<file path="src/rtl/rate_detector.sv">
// Recovers the rate code of a pulse train by timing pulse-to-pulse intervals
// against four nominal periods; reports RATE/LOCKED after LOCK_COUNT agreeing intervals.
module rate_detector #(
    parameter int unsigned PERIOD1    = 192640,
    parameter int unsigned PERIOD2    = 16113920,
    parameter int unsigned PERIOD3    = 32227840,
    parameter int unsigned TOL        = 1024,
    parameter int unsigned LOCK_COUNT = 2
) (
    input  logic        CLOCK_50,
    input  logic        RESET,
    input  logic        PULSE,
    output logic [1:0]  RATE,
    output logic        LOCKED,
    output logic [27:0] PERIOD,
    output logic        ERROR
);

    localparam int unsigned TIMEOUT = PERIOD3 + TOL + 1;
    localparam int unsigned MW      = $clog2(LOCK_COUNT + 1);
    localparam logic [MW-1:0] LC_M  = MW'(LOCK_COUNT);
    localparam logic [27:0] CNT_MAX = 28'(TIMEOUT - 1);

    typedef enum logic [1:0] {IDLE, ACQ, LOCK} state_t;

    state_t         state_q, state_d;
    logic [27:0]    cnt_q, cnt_d;
    logic [1:0]     cand_q, cand_d;
    logic [MW-1:0]  matches_q, matches_d;
    logic [1:0]     rate_q, rate_d;
    logic           locked_q, locked_d;
    logic [27:0]    period_q, period_d;
    logic           error_q, error_d;

    logic [31:0]    p32;
    logic           code_valid;
    logic [1:0]     code;
    logic [MW-1:0]  m_next;

    // Windows are tested in ascending order so the lowest code wins on overlap.
    always_comb begin
        p32        = {4'b0, cnt_q};
        code_valid = 1'b1;
        code       = 2'd0;
        if (cnt_q == 28'd1) begin
            code = 2'd0;
        end else if ((p32 + TOL >= PERIOD1) && (p32 <= PERIOD1 + TOL)) begin
            code = 2'd1;
        end else if ((p32 + TOL >= PERIOD2) && (p32 <= PERIOD2 + TOL)) begin
            code = 2'd2;
        end else if ((p32 + TOL >= PERIOD3) && (p32 <= PERIOD3 + TOL)) begin
            code = 2'd3;
        end else begin
            code_valid = 1'b0;
        end
    end

    always_comb begin
        state_d   = state_q;
        cnt_d     = cnt_q;
        cand_d    = cand_q;
        matches_d = matches_q;
        rate_d    = rate_q;
        locked_d  = locked_q;
        period_d  = period_q;
        error_d   = 1'b0;
        m_next    = matches_q;
        case (state_q)
            IDLE: begin
                if (PULSE) begin
                    state_d = ACQ;
                    cnt_d   = 28'd1;
                end
            end
            default: begin
                if (PULSE) begin
                    period_d = cnt_q;
                    cnt_d    = 28'd1;
                    if (code_valid) begin
                        if ((code == cand_q) && (matches_q != '0)) begin
                            m_next = (matches_q >= LC_M) ? LC_M : matches_q + 1'b1;
                        end else begin
                            cand_d   = code;
                            m_next   = MW'(1);
                            locked_d = 1'b0;
                            state_d  = ACQ;
                        end
                        matches_d = m_next;
                        if (m_next == LC_M) begin
                            rate_d   = code;
                            locked_d = 1'b1;
                            state_d  = LOCK;
                        end
                    end else begin
                        error_d   = 1'b1;
                        matches_d = '0;
                        locked_d  = 1'b0;
                        state_d   = ACQ;
                    end
                end else if (cnt_q == CNT_MAX) begin
                    // No pulse within the slowest window: give up and rearm.
                    state_d   = IDLE;
                    cnt_d     = 28'd0;
                    locked_d  = 1'b0;
                    matches_d = '0;
                    error_d   = 1'b1;
                end else begin
                    cnt_d = cnt_q + 28'd1;
                end
            end
        endcase
    end

    always_ff @(posedge CLOCK_50 or negedge RESET) begin
        if (!RESET) begin
            state_q   <= IDLE;
            cnt_q     <= '0;
            cand_q    <= '0;
            matches_q <= '0;
            rate_q    <= '0;
            locked_q  <= 1'b0;
            period_q  <= '0;
            error_q   <= 1'b0;
        end else begin
            state_q   <= state_d;
            cnt_q     <= cnt_d;
            cand_q    <= cand_d;
            matches_q <= matches_d;
            rate_q    <= rate_d;
            locked_q  <= locked_d;
            period_q  <= period_d;
            error_q   <= error_d;
        end
    end

    assign RATE   = rate_q;
    assign LOCKED = locked_q;
    assign PERIOD = period_q;
    assign ERROR  = error_q;

endmodule

</file>
<file path="config.mk">
export PLATFORM = sky130hd
export DESIGN_NAME = rate_detector
export DESIGN_NICKNAME = d
export VERILOG_FILES = /design/src/rtl/rate_detector.sv
export SDC_FILE = /design/constraint.sdc
export NUM_CORES = 1
export LEC_CHECK = 0
export BUFFER_PORTS_ARGS = -buffer_cell sky130_fd_sc_hd__buf_2
export CAP_MARGIN = 15
export CORE_UTILIZATION = 25
export DETAILED_ROUTE_END_ITERATION = 10
export GPL_TIMING_DRIVEN = 0
export PLACE_DENSITY_LB_ADDON = 0.05
export REMOVE_ABC_BUFFERS = 1
export SYNTH_ARGS = -nofsm -noshare
export SYNTH_HDL_FRONTEND = slang
export SYNTH_SLANG_ARGS = --single-unit
export TNS_END_PERCENT = 5
</file>
<file path="constraint.sdc">
create_clock -name CLOCK_50 -period 9.9 [get_ports CLOCK_50]
set_input_delay 1.98 -clock CLOCK_50 [delete_from_list [all_inputs] [get_ports CLOCK_50]]
set_output_delay 1.98 -clock CLOCK_50 [all_outputs]
set_load 0.005 [all_outputs]
</file>
==> results of run 1 <==
[layer usage]
layer	routed length, um	track usage, %	up-vias
met2	5300	23.34	55
met3	364	2.519	10
met1	6269	22.52	1700
met5	0	0	-
li1	-	-	1691
met4	171	6.088	0
[flip-flops by register name, indices dropped and copies added (netlist names)]
| register | cells |
|---|---|
| PERIOD | 28 |
| cnt_q | 28 |
| RATE | 2 |
| cand_q | 2 |
| matches_q | 2 |
| state_q | 2 |
| ERROR | 1 |
| LOCKED | 1 |
[layout by cell type (no fill, tap or decap), drive strengths merged, types with 7 or more instances in the layout]
cell    netlist  routed
ha            7       7
a21oi        19      19
nand4        12      12
nand2        48      48
clkbuf       29      13
xnor2         9       9
nand3        15      15
or3           7       7
dfrtp        66      66
mux2         29      29
nor3         18      18
o31ai         7       7
nor2         29      29
buf          10      39
a31oi        14      14
o21ai        52      52
[cell families (layout without fill, tap and decap cells)]
family | after synthesis | count (layout) | share of synthesized area (%)
muxes | 32 | 32 | 8.756
AOI/OAI and AO/OA | 119 | 119 | 18.00
and+or+nand+nor | 174 | 174 | 23.63
xor gates and xnor gates | 11 | 11 | 2.366
buffers and inverters | 44 | 57 | 4.547
DFF | 66 | 66 | 40.55
adders and majority gates | 7 | 7 | 2.150
[area by class of cell]
type | count | area share [%]
clock buffers | 13 | 5.491
inverters | 5 | 0.3960
multi-input cells | 343 | 47.70
flip-flops and latches | 66 | 34.85
well taps | 216 | 5.702
repair buffers | 39 | 5.861
[worst min-delay path: stages, from the launching register on]
cell and delay [ps]:
dfrtp_1 330, nand2_1 50, o21ai_0 60
[how the worst max path moves through the flow]
stage | startpoint | end | slack (ps) | cells after the start
after floorplan | PULSE | cnt_q[27] | 6000 | 4
after global placement | PULSE | cnt_q[27] | 4320 | 5
after detailed placement | cnt_q[11] | RATE[1] | 5870 | 11
after CTS | cnt_q[11] | RATE[1] | 5850 | 11
after global routing | cnt_q[11] | RATE[1] | 5560 | 11
final | cnt_q[11] | RATE[0] | 5780 | 11
[where the power goes]
part | internal [uW] | switching (uW)
Sequential | 289 | 22.7
Combinational | 70.5 | 100
Clock | 179 | 112
Total | 539 | 235
[per-stage QoR]
step           hold slack, ps  setup WS, ps  power [uW]  instances
6_report                469.2          5783       773.6        682
3_5_place_dp            465.9          5871       490.6        669
3_3_place_gp            460.2          4315       469.7        664
4_1_cts                 478.8          5846       790.1        682
5_1_grt                 508.4          5555       820.4        682
2_1_floorplan           464.7          5996       409.3        414
==> results_dict.tcl, run 1 <==
set metrics [dict create \
    cts-htree-levels 3 \
    cp_cell_sequence "ha_1 -> nand3_1 -> nor4_1 -> mux2i_1 -> nand4_1 -> nor2_2 -> a311oi_2 -> or4_1 -> o22ai_2 -> and3b_1 -> mux2_1" \
    skew_ps 4.442 \
    min_period_over_period_pct 41.59 \
    worst_setup_path_start_kind "flop" \
    cts_made_buffers 9 \
    synth_edf_count 0 \
    drv_slew 0 \
    grt_max_degree 66 \
    placed_cell_area_mm2 0.004479 \
    yosys_most_used_dff "dfrtp_1" \
    core-area_mm2 0.01589 \
    n_antenna_cell 0 \
    hold_violations 0 \
    critPathCaptureType "flop" \
    hpwlAfterDp_um 8507 \
    final_area_mm2 0.004740 \
    status "complete, no violations" \
    p_leak_uw 0.002022 \
    min_period_ps 4117 \
    synth.ff_latch_count 66 \
    max_freq_ghz 0.2429 \
    synth_area_mm2 0.004073 \
    syn_avg_cell_area_um2 8.990 \
    cpPeakStageDelay_ps 610 \
    tns_ps 0 \
    path_buf_inv 0 \
    hold_depth 2 \
    hp-class "reg -> reg" \
    worstReg2RegEnd "RATE[0]" \
    synth.area.top_cells "dfrtp_1 41%, mux2_2 7.2%, o21ai_0 6.1%, nand2_1 4.4%, clkbuf_1 2.7%" \
    die_height_um 129.6 \
    yosysSeqAreaShare_pct 40.55 \
    ys_types 65 \
    via_per_inst 5.067 \
    synthTopCellsByCount "66 x dfrtp_1, 50 x o21ai_0, 48 x nand2_1" \
    power_density_mw_per_mm2 163.2 \
    yosysTopAreaCell "dfrtp_1" \
    rows 46 \
    register_area_mm2 0.001652 \
    grt_util_all_layers_pct 15.67 \
    postCtsSetupRepairBufs 0 \
    clk_path_buf_depth 2 \
    yosys_warnings 0 \
    clkSinkCount 66 \
    grt_pass1_wl_um 19740 \
    min_to "PERIOD[0]" \
    cts_tree "done" \
    fill_cells 1734 \
    ios 35 \
    cts_resized 0 \
    first_pass_iters 4 \
    worst-r2r-setup-slack_ps 5780 \
    ant_nets 0 \
    clk_pin_slew_ps 50 \
    setup_viol_count_final 0 \
    vias 3456 \
    hp-start "PERIOD[0]" \
    cts_root_buf "clkbuf_16" \
    worstPathMaxFanout 13 \
    initial_core_util_pct 25.64 \
    drc 0 \
    worstSetupPathType "reg -> reg" \
    portBuffers 34 \
    globalRouteOverflowTotal 0 \
    grt_pass1_vias 3391 \
    regToRegStartpoint "cnt_q[11]" \
    wl_um 12110 \
    tightest_slew_ps 760.3 \
    crit_arrival_ps 4330 \
    crit_path_top_delay_cell "dfrtp_1" \
    reg2regPathDepth 11 \
    drv_cap 0 \
    fin_nets 474 \
    rsz0062_at_grt "false" \
    drt_iter0_drc 201 \
    synth.most_common_cell "dfrtp_1" \
    antenna_found_initial 0 \
    synth.top_cell.area_share_pct 40.55 \
    cpLargestDelayFamily "simple AND/OR/NAND/NOR gates" \
    cts_hold_buf 0 \
    multiInputGateArea_mm2 0.002261 \
    dieArea_mm2 0.01681 \
    synth_cells 453 \
    synthArstFlopShare_pct 100.0 \
    slew_headroom_pct 49.31 \
    drive_above_1_share_pct 19.74 \
    dieWidth_um 129.6 \
    gp_congestion 0.8456 \
    peakVddDrop_v 0.00007003 \
    insertion_delay_ps 330 \
    cp_data_required_time_ps 10110 \
    wl_per_cell_um 17.75 \
    area.growth.synth_to_final_pct 16.37 \
    post-route-util_pct 29.84 \
]
(Power assumes the default switching activity.)
==> run 2, diff against run 1 <==
==> constraint.sdc (replaced) <==
create_clock -name CLOCK_50 -period 3.4 [get_ports CLOCK_50]
set_input_delay 0.68 -clock CLOCK_50 [delete_from_list [all_inputs] [get_ports CLOCK_50]]
set_output_delay 0.68 -clock CLOCK_50 [all_outputs]
set_load 0.005 [all_outputs]
==> run 2 against run 1 <==
  * Combinational power rose to 3.0 times the previous value
  * Die area stayed put
  * First-iteration DRC count increased by 2.5%
  * Fmax increased by 26%
  * Sequential share of layout area down 2.9 points
  * Largest power group unchanged
  * Highest routed layer unchanged
==> results_dict.tcl, run 2 (synthesis results as in run 1) <==
set metrics [dict create \
    wl_per_cell_um 17.70 \
    ios 35 \
    internal-power_uw 1577 \
    cts_root_buf "clkbuf_16" \
    cts_tree "done" \
    hold_violations 0 \
    n_antenna_cell 0 \
    rsz0062_at_grt "true" \
    via_per_inst 5.045 \
    reg2regPathDepth 10 \
    globalRouteOverflowTotal 0 \
    clk_pin_slew_ps 50 \
    drv_cap 0 \
    cts-htree-levels 3 \
    grt_util_all_layers_pct 16.06 \
    cp_data_required_time_ps 3620 \
    core-area_mm2 0.01589 \
    final_cell_mix "51 x dfrtp_1, 50 x o21ai_0, 48 x nand2_1" \
    startpoint "cnt_q[14]" \
    gp_congestion 0.8456 \
    hpwlAfterDp_um 8507 \
    slew_headroom_pct 52.82 \
    regToRegStartpoint "cnt_q[14]" \
    antenna_found_initial 0 \
    portBuffers 34 \
    min_period_ps 3269 \
    dieWidth_um 129.6 \
    worst_setup_path_start_kind "flop" \
    ant_nets 0 \
    worst-r2r-setup-slack_ps 130 \
    grt_max_degree 66 \
    multiInputGateArea_mm2 0.002391 \
    hp-class "in -> async" \
    p_clk_share_pct 37.4 \
    status "complete, no violations" \
    worstReg2RegEnd "RATE[0]" \
    cts_made_buffers 9 \
    fin_nets 522 \
    grt_pass1_vias 3478 \
    peakVddDrop_v 0.0002128 \
    max_freq_ghz 0.3059 \
    clk_path_buf_depth 2 \
    register_area_mm2 0.001678 \
    critPathCaptureType "flop" \
    p_leak_uw 0.002302 \
    vias 3683 \
    rows 46 \
    drt_iter0_drc 206 \
    switchingPower_uw 692.8 \
    worstSetupPathType "reg -> reg" \
    min_period_over_period_pct 96.14 \
    drc 0 \
    drv_slew 0 \
    layout_commonest_cell "dfrtp_1" \
    worstPathMaxFanout 8 \
    first_pass_iters 4 \
    fin_ws_ps 131.3 \
    area.growth.synth_to_final_pct 29.00 \
    crit_arrival_ps 3490 \
    setup_viol_count_final 0 \
    grt_pass1_wl_um 20210 \
    post-route-util_pct 33.07 \
    die_height_um 129.6 \
    wl_um 12920 \
    power_frac_comb_pct 22.5 \
    swShare_pct 30.53 \
    clkSinkCount 66 \
    cp-endpoint "RATE[0]" \
    dieArea_mm2 0.01681 \
    power_density_mw_per_mm2 432.0 \
    tightest_slew_ps 707.7 \
    seqPwrFrac_pct 40.1 \
    insertion_delay_ps 340 \
    drive_above_1_share_pct 32.30 \
    initial_core_util_pct 25.64 \
    skew_ps 4.361 \
    pre_cts_ws_ps -628.9 \
    fill_cells 1698 \
    cts_hold_buf 0 \
]
-- run 2: worst min-delay path by stage --
| stage | cells past startpoint | endpoint | startpoint | slack, ps |
|---|---|---|---|---|
| 5_1_grt | 1 | LOCKED | RESET | 120 |
| 3_3_place_gp | 2 | PERIOD[0] | PERIOD[0] | 460 |
| 2_1_floorplan | 0 | ERROR | RESET | 380 |
| 4_1_cts | 1 | LOCKED | RESET | 120 |
| 3_5_place_dp | 2 | PERIOD[0] | PERIOD[0] | 470 |
| 6_report | 1 | LOCKED | RESET | 130 |
-- run 2: power groups by stage --
stage                     sequential [uW]  combinational (uW)  clock, uW
after floorplan                       903                 288          0
after global placement                914                 454          0
after detailed placement              921                 508          0
after CTS                             908                 512        882
after global routing                  922                 569        910
final                                 910                 510        849
-- run 2: what timing repair did --
action	in CTS	in global routing
endpoints found under the setup margin	9	6
setup buffers	11	37
resized for setup	24	15
pin swaps	0	10
-- run 2: worst max-delay path: stages, from the launching register on --
cell	delay (ps)
dfrtp_2	490
nand4_4	230
nor4_4	340
mux2i_1	210
nand4_1	210
nor2_2	180
a311oi_2	160
or4_1	580
o22ai_4	210
and3b_1	220
mux2_1	320
-- run 2: final cells by class --
| cell class | count | share of cell area (%) |
|---|---|---|
| clock buffer | 13 | 4.954 |
| inverter | 5 | 0.3572 |
| multi-input combinational | 343 | 45.51 |
| sequential | 66 | 31.94 |
| tap | 216 | 5.144 |
| timing repair buffer | 87 | 12.10 |
-- run 2: metrics by stage --
step / hold WS [ps] / setup TNS [ps] / instance area, um2 / cells / power [uW]
after global placement: 460.2 / -20410 / 4347 / 664 / 1368
final: 130.6 / 0 / 5254 / 730 / 2269
after floorplan: 384.4 / -53.13 / 3906 / 414 / 1192
after CTS: 120.1 / 0 / 4897 / 693 / 2302
after detailed placement: 465.9 / -4318 / 4479 / 669 / 1428
after global routing: 122.8 / -34.42 / 5254 / 730 / 2400
-- run 2: per-layer routing --
layer	track usage [%]	part of all wire [%]	routed length (um)
met1	23.12	51	6638
met2	23.94	44	5645
met3	2.519	3.4	438
met4	6.224	1.5	195
met5	0	0	0
